## config.mk

```make
export PLATFORM = sky130hd
export DESIGN_NAME = pc_sequencer
export DESIGN_NICKNAME = d
export VERILOG_FILES = /design/src/rtl/pc_sequencer.sv
export SDC_FILE = /design/constraint.sdc
export NUM_CORES = 1
export LEC_CHECK = 0
export BUFFER_PORTS_ARGS = -buffer_cell sky130_fd_sc_hd__buf_2
export CORE_MARGIN = 2
export CORE_UTILIZATION = 45
export DETAILED_ROUTE_END_ITERATION = 6
export GPL_ROUTABILITY_DRIVEN = 0
export PLACE_DENSITY = 0.67
export SETUP_SLACK_MARGIN = 0.15
export SYNTH_ARGS = -nofsm -noshare
export SYNTH_HDL_FRONTEND = slang
export SYNTH_SLANG_ARGS = --single-unit
```

## constraint.sdc

```tcl
create_clock -name clk -period 2.5 [get_ports clk]
set_clock_uncertainty 0.1 [all_clocks]
set_input_delay 0.125 -clock clk [delete_from_list [all_inputs] [get_ports clk]]
set_output_delay 0.125 -clock clk [all_outputs]
set_load 0.005 [all_outputs]
```

## src/rtl/pc_sequencer.sv

```systemverilog
// pc_sequencer: program counter plus return-address stack for the PBL core.
// Steps, jumps, calls and returns once per enabled cycle; traps overflow,
// underflow and illegal cal+ret combinations in a FAULT state until cleared.
// Optional feature macro: PC_SEQ_STACK_WRAP_EN -- when defined, the stack is
// a circular buffer and a call on a full stack overwrites the oldest entry.
module pc_sequencer #(
    parameter int PC_WIDTH    = 5,
    parameter int STACK_DEPTH = 8,
    parameter int DEPTH_WIDTH = $clog2(STACK_DEPTH + 1)
) (
    input  logic                   clk,
    input  logic                   rst,
    input  logic                   en,
    input  logic                   jmp,
    input  logic                   cal,
    input  logic                   ret,
    input  logic [PC_WIDTH-1:0]    jmp_addr,
    input  logic                   clear_fault,
    output logic [PC_WIDTH-1:0]    pc,
    output logic [DEPTH_WIDTH-1:0] depth,
    output logic [PC_WIDTH-1:0]    stack_top,
    output logic                   stack_full,
    output logic                   stack_empty,
    output logic                   fault,
    output logic [1:0]             fault_code
);

    localparam int IDX_W = (STACK_DEPTH > 1) ? $clog2(STACK_DEPTH) : 1;
    localparam logic [DEPTH_WIDTH-1:0] DEPTH_MAX = DEPTH_WIDTH'(STACK_DEPTH);

    localparam logic [1:0] FC_NONE      = 2'd0;
    localparam logic [1:0] FC_OVERFLOW  = 2'd1;
    localparam logic [1:0] FC_UNDERFLOW = 2'd2;
    localparam logic [1:0] FC_ILLEGAL   = 2'd3;

    typedef enum logic {
        RUN   = 1'b0,
        FAULT = 1'b1
    } state_t;

    state_t                 state_q, state_d;
    logic [PC_WIDTH-1:0]    pc_q, pc_d;
    logic [DEPTH_WIDTH-1:0] depth_q, depth_d;
    logic [1:0]             code_q, code_d;
    logic                   push, pop;
    logic                   full, empty;
    logic [PC_WIDTH-1:0]    ret_addr;
    logic [IDX_W-1:0]       wr_idx, rd_idx;

    // Return-address storage; data only, so it is never reset.
    logic [PC_WIDTH-1:0]    stack_mem [STACK_DEPTH];

    assign full     = (depth_q == DEPTH_MAX);
    assign empty    = (depth_q == '0);
    assign ret_addr = pc_q + 1'b1;

`ifdef PC_SEQ_STACK_WRAP_EN
    // Circular buffer: top_ptr is the next write slot, bot_ptr the oldest entry.
    logic [IDX_W-1:0] top_ptr, bot_ptr;
    logic             clr;

    function automatic logic [IDX_W-1:0] ptr_inc(input logic [IDX_W-1:0] p);
        return (p == IDX_W'(STACK_DEPTH - 1)) ? '0 : p + 1'b1;
    endfunction

    function automatic logic [IDX_W-1:0] ptr_dec(input logic [IDX_W-1:0] p);
        return (p == '0) ? IDX_W'(STACK_DEPTH - 1) : p - 1'b1;
    endfunction

    assign clr    = (state_q == FAULT) && clear_fault;
    // When full, top and bottom coincide; writing at bot_ptr evicts the oldest.
    assign wr_idx = full ? bot_ptr : top_ptr;
    assign rd_idx = ptr_dec(top_ptr);

    // Pointer maintenance; a fault clear empties the buffer like a reset.
    always_ff @(posedge clk) begin
        if (rst || clr) begin
            top_ptr <= '0;
            bot_ptr <= '0;
        end else if (push) begin
            top_ptr <= ptr_inc(top_ptr);
            if (full) begin
                bot_ptr <= ptr_inc(bot_ptr);
            end
        end else if (pop) begin
            top_ptr <= ptr_dec(top_ptr);
        end
    end
`else
    // Linear stack: entry i lives at index i, so the top is depth-1.
    assign wr_idx = IDX_W'(depth_q);
    assign rd_idx = IDX_W'(depth_q - 1'b1);
`endif

    // Next-state, next-PC and stack-operation decode.
    always_comb begin
        state_d = state_q;
        pc_d    = pc_q;
        depth_d = depth_q;
        code_d  = code_q;
        push    = 1'b0;
        pop     = 1'b0;
        case (state_q)
            RUN: begin
                if (en) begin
                    if (cal && ret) begin
                        state_d = FAULT;
                        code_d  = FC_ILLEGAL;
                    end else if (cal) begin
`ifdef PC_SEQ_STACK_WRAP_EN
                        push = 1'b1;
                        pc_d = jmp_addr;
                        if (!full) begin
                            depth_d = depth_q + 1'b1;
                        end
`else
                        if (full) begin
                            state_d = FAULT;
                            code_d  = FC_OVERFLOW;
                        end else begin
                            push    = 1'b1;
                            depth_d = depth_q + 1'b1;
                            pc_d    = jmp_addr;
                        end
`endif
                    end else if (ret) begin
                        if (empty) begin
                            state_d = FAULT;
                            code_d  = FC_UNDERFLOW;
                        end else begin
                            pop     = 1'b1;
                            depth_d = depth_q - 1'b1;
                            pc_d    = stack_mem[rd_idx];
                        end
                    end else if (jmp) begin
                        pc_d = jmp_addr;
                    end else begin
                        pc_d = pc_q + 1'b1;
                    end
                end
            end
            FAULT: begin
                if (clear_fault) begin
                    state_d = RUN;
                    pc_d    = '0;
                    depth_d = '0;
                    code_d  = FC_NONE;
                end
            end
            default: state_d = RUN;
        endcase
    end

    // Control state register with synchronous reset.
    always_ff @(posedge clk) begin
        if (rst) begin
            state_q <= RUN;
            pc_q    <= '0;
            depth_q <= '0;
            code_q  <= FC_NONE;
        end else begin
            state_q <= state_d;
            pc_q    <= pc_d;
            depth_q <= depth_d;
            code_q  <= code_d;
        end
    end

    // Return-address write on every accepted call.
    always_ff @(posedge clk) begin
        if (push && !rst) begin
            stack_mem[wr_idx] <= ret_addr;
        end
    end

    assign pc          = pc_q;
    assign depth       = depth_q;
    assign stack_top   = empty ? '0 : stack_mem[rd_idx];
    assign stack_full  = full;
    assign stack_empty = empty;
    assign fault       = (state_q == FAULT);
    assign fault_code  = code_q;

endmodule

```

# After elaboration in Yosys (flattened, before gate mapping)
# Memories as Yosys holds them, arrays and structs flattened.
# Cells that the tools add are included.
[totals]
register_bits = 12
mem_bits_rw = 40
inputBits = 12
out_inout_bits = 19
elab_cells = 68
n_memories = 1
[classes]
addsub = 3
n_eq_ne = 11
n_mux = 41
n_bitwise = 1
reduce_logical = 7
[memory_table]
columns = ["name", "depth", "word_bits", "rd", "rd_clocked_by_memory_dff", "write_ports", "line_no", "text"]
rows = [
  ["stack_mem", 8, 5, 1, 0, 1, "51", "logic [PC_WIDTH-1:0] stack_mem [STACK_DEPTH];"],
]
[op_table]
columns = ["cell", "n"]
rows = [
  ["2-to-1 mux 5 bit", 9],
  ["2-to-1 mux 4 bit", 7],
  ["!= test 4 bit (second input constant)", 4],
  ["2-to-1 mux 1 bit", 14],
  ["2-to-1 mux 2 bit", 7],
  ["case mux 5 bit (2 select lines)", 1],
  ["AND reduction 5 bit", 2],
  ["!= test 3 bit (second input constant)", 3],
  ["case mux 4 bit (2 select lines)", 1],
  ["!= test 2 bit (second input constant)", 3],
  ["AND reduction 6 bit", 1],
  ["adder 5 x 1 -> 5 bit (second input constant)", 1],
  ["adder 4 x 1 -> 4 bit (second input constant)", 1],
  ["equality test 4 bit (second input constant)", 1],
  ["logical NOT 4 bit", 1],
  ["case mux 2 bit (2 select lines)", 1],
  ["subtractor 4 x 1 -> 4 bit (second input constant)", 1],
  ["logical AND 1 bit", 2],
  ["case mux 1 bit (2 select lines)", 1],
  ["logical NOT 1 bit", 1],
  ["inverter 1 bit", 1],
]

# Longest topological paths before layout
# Gate-level depths: netlist of run 1.
[depth]
depth_word = 9
depth_mapped = 10
ltp_nobuf = 6

# Worst setup path after synthesis of run 1
# Ideal clock, no wire load.
[synth_path]
path_type = "register to register"
startpoint = "reg depth_q[0] (netlist: depth[0])"
endpoint = "mem stack_mem[1][0] (enable)"
setup_time_ps = 374
arrival_ps = 1952
required_time_ps = 2026
path_slack_ps = 75
stages_incl_launch_ff = 10
path_buffers = 3
synth_period_minus_slack_ps = 2425
cell_sequence = "dfxtp_1 -> buf_6 -> buf_8 -> inv_1 -> ha_1 -> buf_2 -> and3b_1 -> nor2_1 -> nand4_1 -> nor3_1"
[synth_between]
elab_chain_cells = 9
[synth_rtl]
columns = ["item", "line_no", "text"]
rows = [
  ["start, declared", "43", "logic [DEPTH_WIDTH-1:0] depth_q, depth_d;"],
  ["start signal, assigned", "164", "depth_q <= depth_d;"],
  ["equality test 4 bit", "53", "assign full = (depth_q == DEPTH_MAX);"],
  ["net stack_full", "22", "output logic stack_full,"],
  ["2-to-1 mux 1 bit", "117", "if (full) begin"],
  ["2-to-1 mux 1 bit", "109", "end else if (cal) begin"],
  ["2-to-1 mux 1 bit", "106", "if (cal && ret) begin"],
  ["2-to-1 mux 1 bit", "105", "if (en) begin"],
  ["2-to-1 mux 1 bit", "103", "case (state_q)"],
  ["logical AND 1 bit", "171", "if (push && !rst) begin"],
  ["2-to-1 mux 1 bit", "171", ""],
  ["2-to-1 mux 1 bit (implied by the code)", "172", "stack_mem[wr_idx] <= ret_addr;"],
  ["end, declared", "51", ""],
]
# The timed path passes the listed nets, and every way through them passes these cells.

# Worst setup path after layout of run 1
[layout_path]
startpoint = "reg depth_q[1] (netlist: depth[1])"
endpoint = "out stack_top[2]"
[layout_between]
elab_chain_cells = 3
elab_cells_between_ends = 4
classes_between = "add/sub: 1; mux: 1; reduce/logical: 1; memory: 1"
[layout_rtl]
columns = ["item", "line_no", "text"]
rows = [
  ["subtractor 4 x 1 -> 4 bit", "--", ""],
  ["memory (8 x 5 bit)", "--", ""],
  ["2-to-1 mux 5 bit *", "178", "assign stack_top = empty ? '0 : stack_mem[rd_idx];"],
  ["end, declared", "21", "output logic [PC_WIDTH-1:0] stack_top,"],
]
# Every way passes the cells marked *; elsewhere a longest branch is shown, timed or not.

==> impl.org, run 1 <==
** Place
- Buffers added on ports :: 30
- Setup slack after placement :: 0.252 ns
- Summed over all nets, the half-perimeter wirelength after detailed placement is 4.26 mm.

** Pwr
- Static Leakage :: ~0.0012 uW
- IR analysis of the VDD net gives a maximum drop of 479 uV.
- Dividing total power by cell area gives a power density of approximately 600 nW/um2.

** Final layout
- Of the cells placed in the final design, the portion with a size suffix greater than 1 is 37.6%.
- The library cells used most frequently in the layout, excluding fill and tap cells, are sky130_fd_sc_hd__edfxtp_1 (40), sky130_fd_sc_hd__buf_2 (30), sky130_fd_sc_hd__buf_4 (25).
- Commonest non-fill, non-tap cell in the layout :: sky130_fd_sc_hd__edfxtp_1
- Number of nets in the finished design :: 269
- Area growth from synthesis to layout :: 18.7%
- The repair_antennas step left the layout with diodes totalling 0.
- Fill cells in the final layout number around 470.

** Global routing
- Largest net degree at the start of global routing :: 22
- Total global-route track usage :: 20.1%
- The number of global-route vias before repair is 1,706.
- The first global-routing pass estimated 9.43 mm of wire.
- Total congestion overflow after global routing :: 0
- Antenna violations before repair :: 0

** Synth
- Of the total synthesized cell area, the portion taken by XOR and XNOR cells is 1.67%.
- In this run, synthesis inferred 40 flip-flops with an integrated enable.
- Top post-synthesis cells by area :: sky130_fd_sc_hd__edfxtp_1 (46%), sky130_fd_sc_hd__mux4_1 (10%), sky130_fd_sc_hd__dfxtp_1 (9.2%)
- The Yosys step of the flow raised 0 warnings.
- Fraction of post-synthesis cell area in the top cell type by area :: 45.8%
- After synthesis, the mean cell area works out to 12.9 um2.
- After Yosys synthesis, full adders, half adders and majority gates account for 1.43% of the synthesized area.
- Of all cell types, the one taking the most synthesized area is sky130_fd_sc_hd__edfxtp_1.
- Synthesis inferred 52 register bits.
- Post-synth design cell area :: approximately 2600 um2
- Main synth FF type :: sky130_fd_sc_hd__edfxtp_1
- The share of the Yosys chip area taken by registers is between 50% and 60%.
- Number of library cell types mapped by synthesis :: 53
- Of the post-synthesis cell area, the part taken by muxes is 12.9%.
- Count of mapped cells out of synthesis :: 204
- In the synthesized netlist the async set-or-reset flop fraction comes to 0%.
- The synthesized netlist devotes 10.7% of its cell area to compound gates.
- Counting every net in the synthesized netlist gives 219.
- Dominant combinational cell family by area after synthesis :: simple AND/OR/NAND/NOR gates
- Of the total synthesized cell area, the portion taken by AND, OR, NAND and NOR gates is 14.4%.

** STA
- Adding up every negative setup slack in the final design gives 0 ns.
- Maximum clock frequency :: ~0.44 GHz
- The worst path in the final design needs a cycle of 2.25 ns, including I/O delays and setup.
- Final Max Slew Viols :: 0
- Relative slew slack :: 65.0%
- Slew at the pin closest to its max-slew limit :: 0.521 ns
- Worst setup margin :: between 0.2 and 0.25 ns
- Final Hold Fails :: 0
- Setup repair after global routing missed its margin :: no
- Final setup fails :: 0
- Part of the cycle the worst path needs :: 90.0%
- Hold is met by 0.0709 ns.

** Floorplan
- Die extent in x :: about 80 um
- The die is 80.4 um tall.
- Core region area :: 5570 um2
- For this design the top-level I/O count stands at 31.
- Area of the die :: 6460 um2
- For this configuration, the core starts out at a cell density of 47.1%.
- In this run the core area contains 27 standard-cell rows.

** Clocking
- Clock tree buffer depth :: 2
- TritonCTS clock tree :: yes
- After clock tree synthesis, the clock-pin slew on the worst setup and hold paths is around 0.10 ns.
- Total clock sinks :: 52
- Number of buffers inserted for hold repair after clock tree synthesis :: 0
- Buffers inserted during clock tree synthesis total 5.
- Number of H-tree branching levels :: 2
- Source-to-sink clock delay at the later pin of the worst-skew pair :: 0.31 ns
- Master cell of the clock root buffer :: sky130_fd_sc_hd__clkbuf_8

** Setup path
- Across all register-to-register paths, the minimum setup slack is between 0.4 and 0.5 ns.
- Data required time of the worst path :: 2.28 ns
- Startpoint type of the worst setup path :: register
- The worst setup path is captured at an output pin.
- Of all nets on the critical path, the largest fanout is 5.
- The worst register-to-register path ends at stack_mem[0][0].
- Critical path class :: reg -> out
- Worst reg-to-reg path cell count :: 6
- In this run the critical register-to-register path is launched from depth[1].
- Crit path arrival time :: between 2 and 2.5 ns

** Hold path
- In this run the worst hold path is classified as in -> reg.
- Counting instances, the worst hold path has a depth of 2.
- The startpoint identified for the worst hold timing path is rst.
- Hold Path Sink :: fault

** Route
- DRT iter0 DRCs :: 83
- Vias per cell :: 5.69
- The routed layout has 1,862 vias.
- Total routed wirelength :: 6.17 mm
- DRC violations left :: 0
- Post-DR wirelength/cell :: about 19 um
- Initial DRT Pass Iterations :: 4
- Once detail routing completed, the nets flagged for antenna violations numbered 0.

** Outcome
- The run finished with clean final reports.

** Flow run
- Max-cap violations in this run came to 0.
-- through the flow --
step           total power [uW]  instances  util [%]  instance area, um2
2_1_floorplan              1220        204         -                2630
4_1_cts                    1830        315      54.1                3020
3_3_place_gp               1340        307      52.0                2900
6_report                   1880        327      55.9                3110
5_1_grt                    1970        327      55.9                3110
3_5_place_dp               1340        307      52.0                2900
-- worst max path at each step --
stage,startpoint,to,slack [ns]
final,depth[1],stack_top[2],0.25
after global routing,depth[1],stack_top[3],0.15
after CTS,depth[0],stack_top[4],0.15
after detailed placement,depth[0],stack_top[4],0.25
after global placement,depth[0],stack_top[4],0.30
after floorplan,depth[0],stack_mem[3][0],0.22
-- kinds of logic (layout without fill, tap and decap cells) --
kind of cell	after synthesis	after routing
adder cells (fa/ha/maj)	3	3
AO/OA/AOI/OAI	38	38
XOR/XNOR	5	5
AND/OR/NAND/NOR	70	70
buffers and inverters	19	70
multiplexers	17	17
flip-flops	52	52
-- power breakdown --
| group | internal (uW) | switching (uW) | leakage, uW |
|---|---|---|---|
| clock network | 199 | 286 | 0.0000445 |
| registers | 960 | 17.6 | 0.000458 |
| logic | 195 | 222 | 0.000660 |
| total | 1350 | 526 | 0.00116 |
-- timing repair --
action                                  CTS  global route
resized for setup                         6            21
endpoints found under the setup margin    5             4
cloned                                    0             0
buffers inserted                          0            12
pin swaps                                 0             3
-- state kept, by name, indices dropped and copies added, names as in the netlist --
name,cells
stack_mem,40
pc,5
fault,1
depth,4
fault_code,2
-- cell type report --
class,count,area (um2),area share [%]
clock inverters,3,21.3,0.683
multi-input cells,133,1120,35.8
flip-flops and latches,52,1440,46.3
well taps,72,90.1,2.89
repair buffers,56,349,11.2
clock buffers,5,68.8,2.21
inverters,6,26.3,0.844
-- Yosys cell counts (2+ instances only) --
library cell / number
sky130_fd_sc_hd__buf_4: 2
sky130_fd_sc_hd__nand2b_1: 8
sky130_fd_sc_hd__o21bai_1: 2
sky130_fd_sc_hd__a31oi_1: 5
sky130_fd_sc_hd__mux2i_1: 5
sky130_fd_sc_hd__a21oi_1: 5
sky130_fd_sc_hd__a21boi_0: 2
sky130_fd_sc_hd__buf_2: 5
sky130_fd_sc_hd__dfxtp_1: 12
sky130_fd_sc_hd__a221oi_1: 5
sky130_fd_sc_hd__nand4b_1: 3
sky130_fd_sc_hd__ha_1: 3
sky130_fd_sc_hd__o41ai_1: 4
sky130_fd_sc_hd__nand2_1: 17
sky130_fd_sc_hd__nor2b_1: 4
sky130_fd_sc_hd__inv_1: 5
sky130_fd_sc_hd__mux4_1: 10
sky130_fd_sc_hd__clkbuf_1: 3
sky130_fd_sc_hd__nand3_1: 5
sky130_fd_sc_hd__o21ai_0: 3
sky130_fd_sc_hd__nor3_1: 2
sky130_fd_sc_hd__nand4_1: 2
sky130_fd_sc_hd__xor2_1: 3
sky130_fd_sc_hd__edfxtp_1: 40
sky130_fd_sc_hd__xnor2_1: 2
sky130_fd_sc_hd__nor4_1: 3
sky130_fd_sc_hd__nor2_1: 16
sky130_fd_sc_hd__o22ai_1: 3
-- layer usage --
metal | routed length, um | part of all wire, % | track usage [%] | vias to the layer above
met1 | 2900 | 47 | 28.7 | 911
met2 | 2910 | 47 | 32.2 | 61
met5 | 0 | 0 | 0 | -
li1 | - | - | - | 885
met4 | 50 | 0.81 | 5.08 | 0
met3 | 314 | 5.1 | 3.48 | 5
-- critical path, stage by stage (launching register included) --
cell                      delay, ns
sky130_fd_sc_hd__dfxtp_1       0.34
sky130_fd_sc_hd__inv_1         0.09
sky130_fd_sc_hd__ha_4          0.31
sky130_fd_sc_hd__buf_4         0.15
sky130_fd_sc_hd__buf_4         0.12
sky130_fd_sc_hd__mux4_2        0.31
sky130_fd_sc_hd__mux2i_4       0.21
sky130_fd_sc_hd__nor2_1        0.07
sky130_fd_sc_hd__buf_2         0.13
(Power assumes the default switching activity.)
==> run 2, diff against run 1 <==
--- a/config.mk
+++ b/config.mk
@@ -10,7 +10,8 @@
 export CORE_UTILIZATION = 45
 export DETAILED_ROUTE_END_ITERATION = 6
 export GPL_ROUTABILITY_DRIVEN = 0
-export PLACE_DENSITY = 0.67
+export PLACE_DENSITY_LB_ADDON = 0.12
+export RECOVER_POWER = 100
 export SETUP_SLACK_MARGIN = 0.15
 export SYNTH_ARGS = -nofsm -noshare
 export SYNTH_HDL_FRONTEND = slang
==> impl.org, run 2 (synthesis gave the netlist of run 1 again) <==
** Outcome
- Status :: finished, final reports clean (unchanged)

** Final layout
- Layout Utilization :: 53.9% (was 55.9%)
- Max reg flops :: 40 (unchanged)
- The most common cell after layout, fill and taps aside is sky130_fd_sc_hd__edfxtp_1 (unchanged).
- Count of inserted antenna diode cells :: 0 (unchanged)
- The net total in the final layout came to 260 (was 269).
- The register with the most flip-flops is stack_mem (unchanged).
- Fraction of layout cells with a size suffix above 1 :: 21.5% (was 37.6%)
- Commonest cells after routing, fill and taps aside :: sky130_fd_sc_hd__edfxtp_1 (40), sky130_fd_sc_hd__buf_2 (22), sky130_fd_sc_hd__nand2_1 (17) (was sky130_fd_sc_hd__edfxtp_1 (40), sky130_fd_sc_hd__buf_2 (30), sky130_fd_sc_hd__buf_4 (25))
- Final-layout fill cell count :: 503 (was 472)
- The layout overhead on the synthesized area was 14.4% (was 18.7%).

** STA
- Final setup fails :: 0 (unchanged)
- Part of the cycle the worst path needs :: 94.3% (was 90.0%)
- Final Max Slew Viols :: 0 (unchanged)
- The setup TNS was 0 ns (unchanged).
- The actual transition at the worst max-transition pin is 0.693 ns (was 0.521 ns).
- Setup repair after global routing missed its margin :: yes (was no)
- The achievable frequency was 0.424 GHz (was 0.444 GHz).
- The post-route minimum period was 2.36 ns (was 2.25 ns).
- Final Hold Fails :: 0 (unchanged)
- The relative slew slack came to 53.4% (was 65.0%).

** Hold path
- Worst min-delay path category :: in -> reg (unchanged)
- The hold path startpoint is clear_fault (was rst).
- The terminating pin of the worst hold path was depth[1] (was fault).
- Hold Path Depth :: 3 (was 2)

** Clocking
- The number of clock buffers inserted by TritonCTS is 5 (unchanged).
- TritonCTS clock tree :: yes (unchanged)
- Number of H-tree branching levels :: 2 (unchanged)
- Master cell of the clock root buffer :: sky130_fd_sc_hd__clkbuf_8 (unchanged)
- CTS clock-pin slew for the worst setup and hold paths :: 0.09 ns (was 0.10 ns)
- The maximum count of clock buffers along a single path came to 2 (unchanged).
- The number of sinks handled by clock tree synthesis came to 52 (unchanged).
- The number of hold buffers added after CTS was 0 (unchanged).
- Source-to-sink clock delay at the later pin of the worst-skew pair :: 0.30 ns (was 0.31 ns)

** Global routing
- The number of global-route vias before repair came to 1,848 (was 1,706).
- The sum of overflow across all layers after global routing was 0 (unchanged).
- The initial antenna violation count is 0 (unchanged).
- The maximum number of pins on one net before global-route repair came to 22 (unchanged).
- The combined global-route utilization of all metal layers came to 19.5% (was 20.1%).
- Global-route wire length before repair :: 9.37 mm (was 9.43 mm)

** Floorplan
- The vertical die dimension is 80.4 um (unchanged).
- Effective utilization at floorplan :: 47.1% (unchanged)
- I/O pin cnt :: 31 (unchanged)
- Placement row count :: 27 (unchanged)
- The area of the core region is 5570 um2 (unchanged).
- The die outline area came to 6460 um2 (unchanged).
- Die extent in x :: 80.4 um (unchanged)

** Place
- Post-detailed-placement half-perimeter wirelength :: 4.45 mm (was 4.26 mm)
- The quantity of I/O buffers inserted on ports was 30 (unchanged).

** Setup path
- The end of the worst register-to-register path was stack_mem[0][4] (was stack_mem[0][0]).
- The startpoint of the most critical register-to-register path is depth[0] (was depth[1]).
- CP endpoint kind :: output pin (unchanged)
- Crit path arrival time :: 2.13 ns (was 2.03 ns)
- The startpoint-to-endpoint class of the critical path is reg -> out (unchanged).
- Data required time of the worst path :: 2.28 ns (about the same)
- Worst reg-to-reg path cell count :: 6 (unchanged)
- Startpoint type of the worst setup path :: register (unchanged)
- Worst reg-to-reg setup slack :: 0.26 ns (was 0.42 ns)
- Largest fanout on the critical path :: 5 (unchanged)

** Flow run
- The max-capacitance violation count is 0 (unchanged).

** Pwr
- The static leakage power came to 0.00108 uW (was 0.00116 uW).
- The power per cell area came to 633 nW/um2 (was 603 nW/um2).
- Worst supply voltage drop on vdd :: 318 uV (was 479 uV)

** Route
- The number of detailed-routing iterations run before antenna repair was 4 (unchanged).
- The total vias in the final route came to 1,867 (was 1,862).
- The antenna violation net count after detailed routing was 0 (unchanged).
- DRC violations left :: 0 (unchanged)
- Total routed wirelength :: 6.21 mm (was 6.17 mm)
- The routed wirelength normalized by instance count came to 19.5 um (was 18.9 um).
- The via density per instance was 5.87 (was 5.69).
- DRT iter0 DRCs :: 85 (was 83)
[run 2: timing repair]
item / CTS / global route
gates cloned: 0 / 0
setup endpoints to repair: 5 / 4
resized for setup: 3 / 9
pin swaps: 0 / 2
buffers inserted: 0 / 4
[run 2: final cells by class]
type | instances | area [um2] | area share (%)
sequential | 52 | 1440 | 48.0
tap | 72 | 90.1 | 3.00
inverter | 6 | 22.5 | 0.750
multi-input combinational | 133 | 1090 | 36.2
clock buffer | 5 | 68.8 | 2.29
timing repair buffer | 47 | 249 | 8.29
clock inverter | 3 | 42.5 | 1.42
[run 2: routing by layer]
metal	wire, um	part of all wire [%]	track usage (%)	vias up
met3	359	5.8	3.26	8
met4	100	1.6	5.59	0
met1	2690	43	24.6	920
met5	0	0	0	-
met2	3060	49	34.5	62
li1	-	-	-	877
[run 2: worst max path at each step]
stage	from	endpoint
after floorplan	depth[0]	stack_mem[3][0]
after global placement	depth[0]	stack_top[4]
after detailed placement	depth[1]	stack_top[4]
after CTS	depth[0]	stack_top[4]
after global routing	depth[0]	stack_top[4]
final	depth[0]	stack_top[4]
[run 2: per-stage QoR]
stage | setup slack [ns] | area (um2) | cells | hold slack [ns] | total power (uW)
after floorplan | 0.221 | 2630 | 204 | 0.209 | 1220
after global placement | 0.423 | 2890 | 306 | 0.363 | 1330
after detailed placement | 0.300 | 2890 | 306 | 0.372 | 1340
after CTS | 0.173 | 3020 | 314 | 0.0676 | 1920
after global routing | 0.0685 | 3000 | 318 | 0.0707 | 1990
final | 0.144 | 3000 | 318 | 0.0698 | 1900
[run 2: power by group]
part           internal (uW)  total, uW  switching, uW
clock                    297        567            270
combinational            151        354            203
sequential               960        980           19.9
[run 2: critical path, stage by stage, from the launching register on]
cell and delay [ns]:
sky130_fd_sc_hd__dfxtp_1 0.36, sky130_fd_sc_hd__inv_1 0.11, sky130_fd_sc_hd__ha_4 0.29, sky130_fd_sc_hd__clkbuf_2 0.19
sky130_fd_sc_hd__mux4_2 0.36, sky130_fd_sc_hd__a221oi_2 0.31, sky130_fd_sc_hd__a31oi_1 0.07, sky130_fd_sc_hd__buf_2 0.14
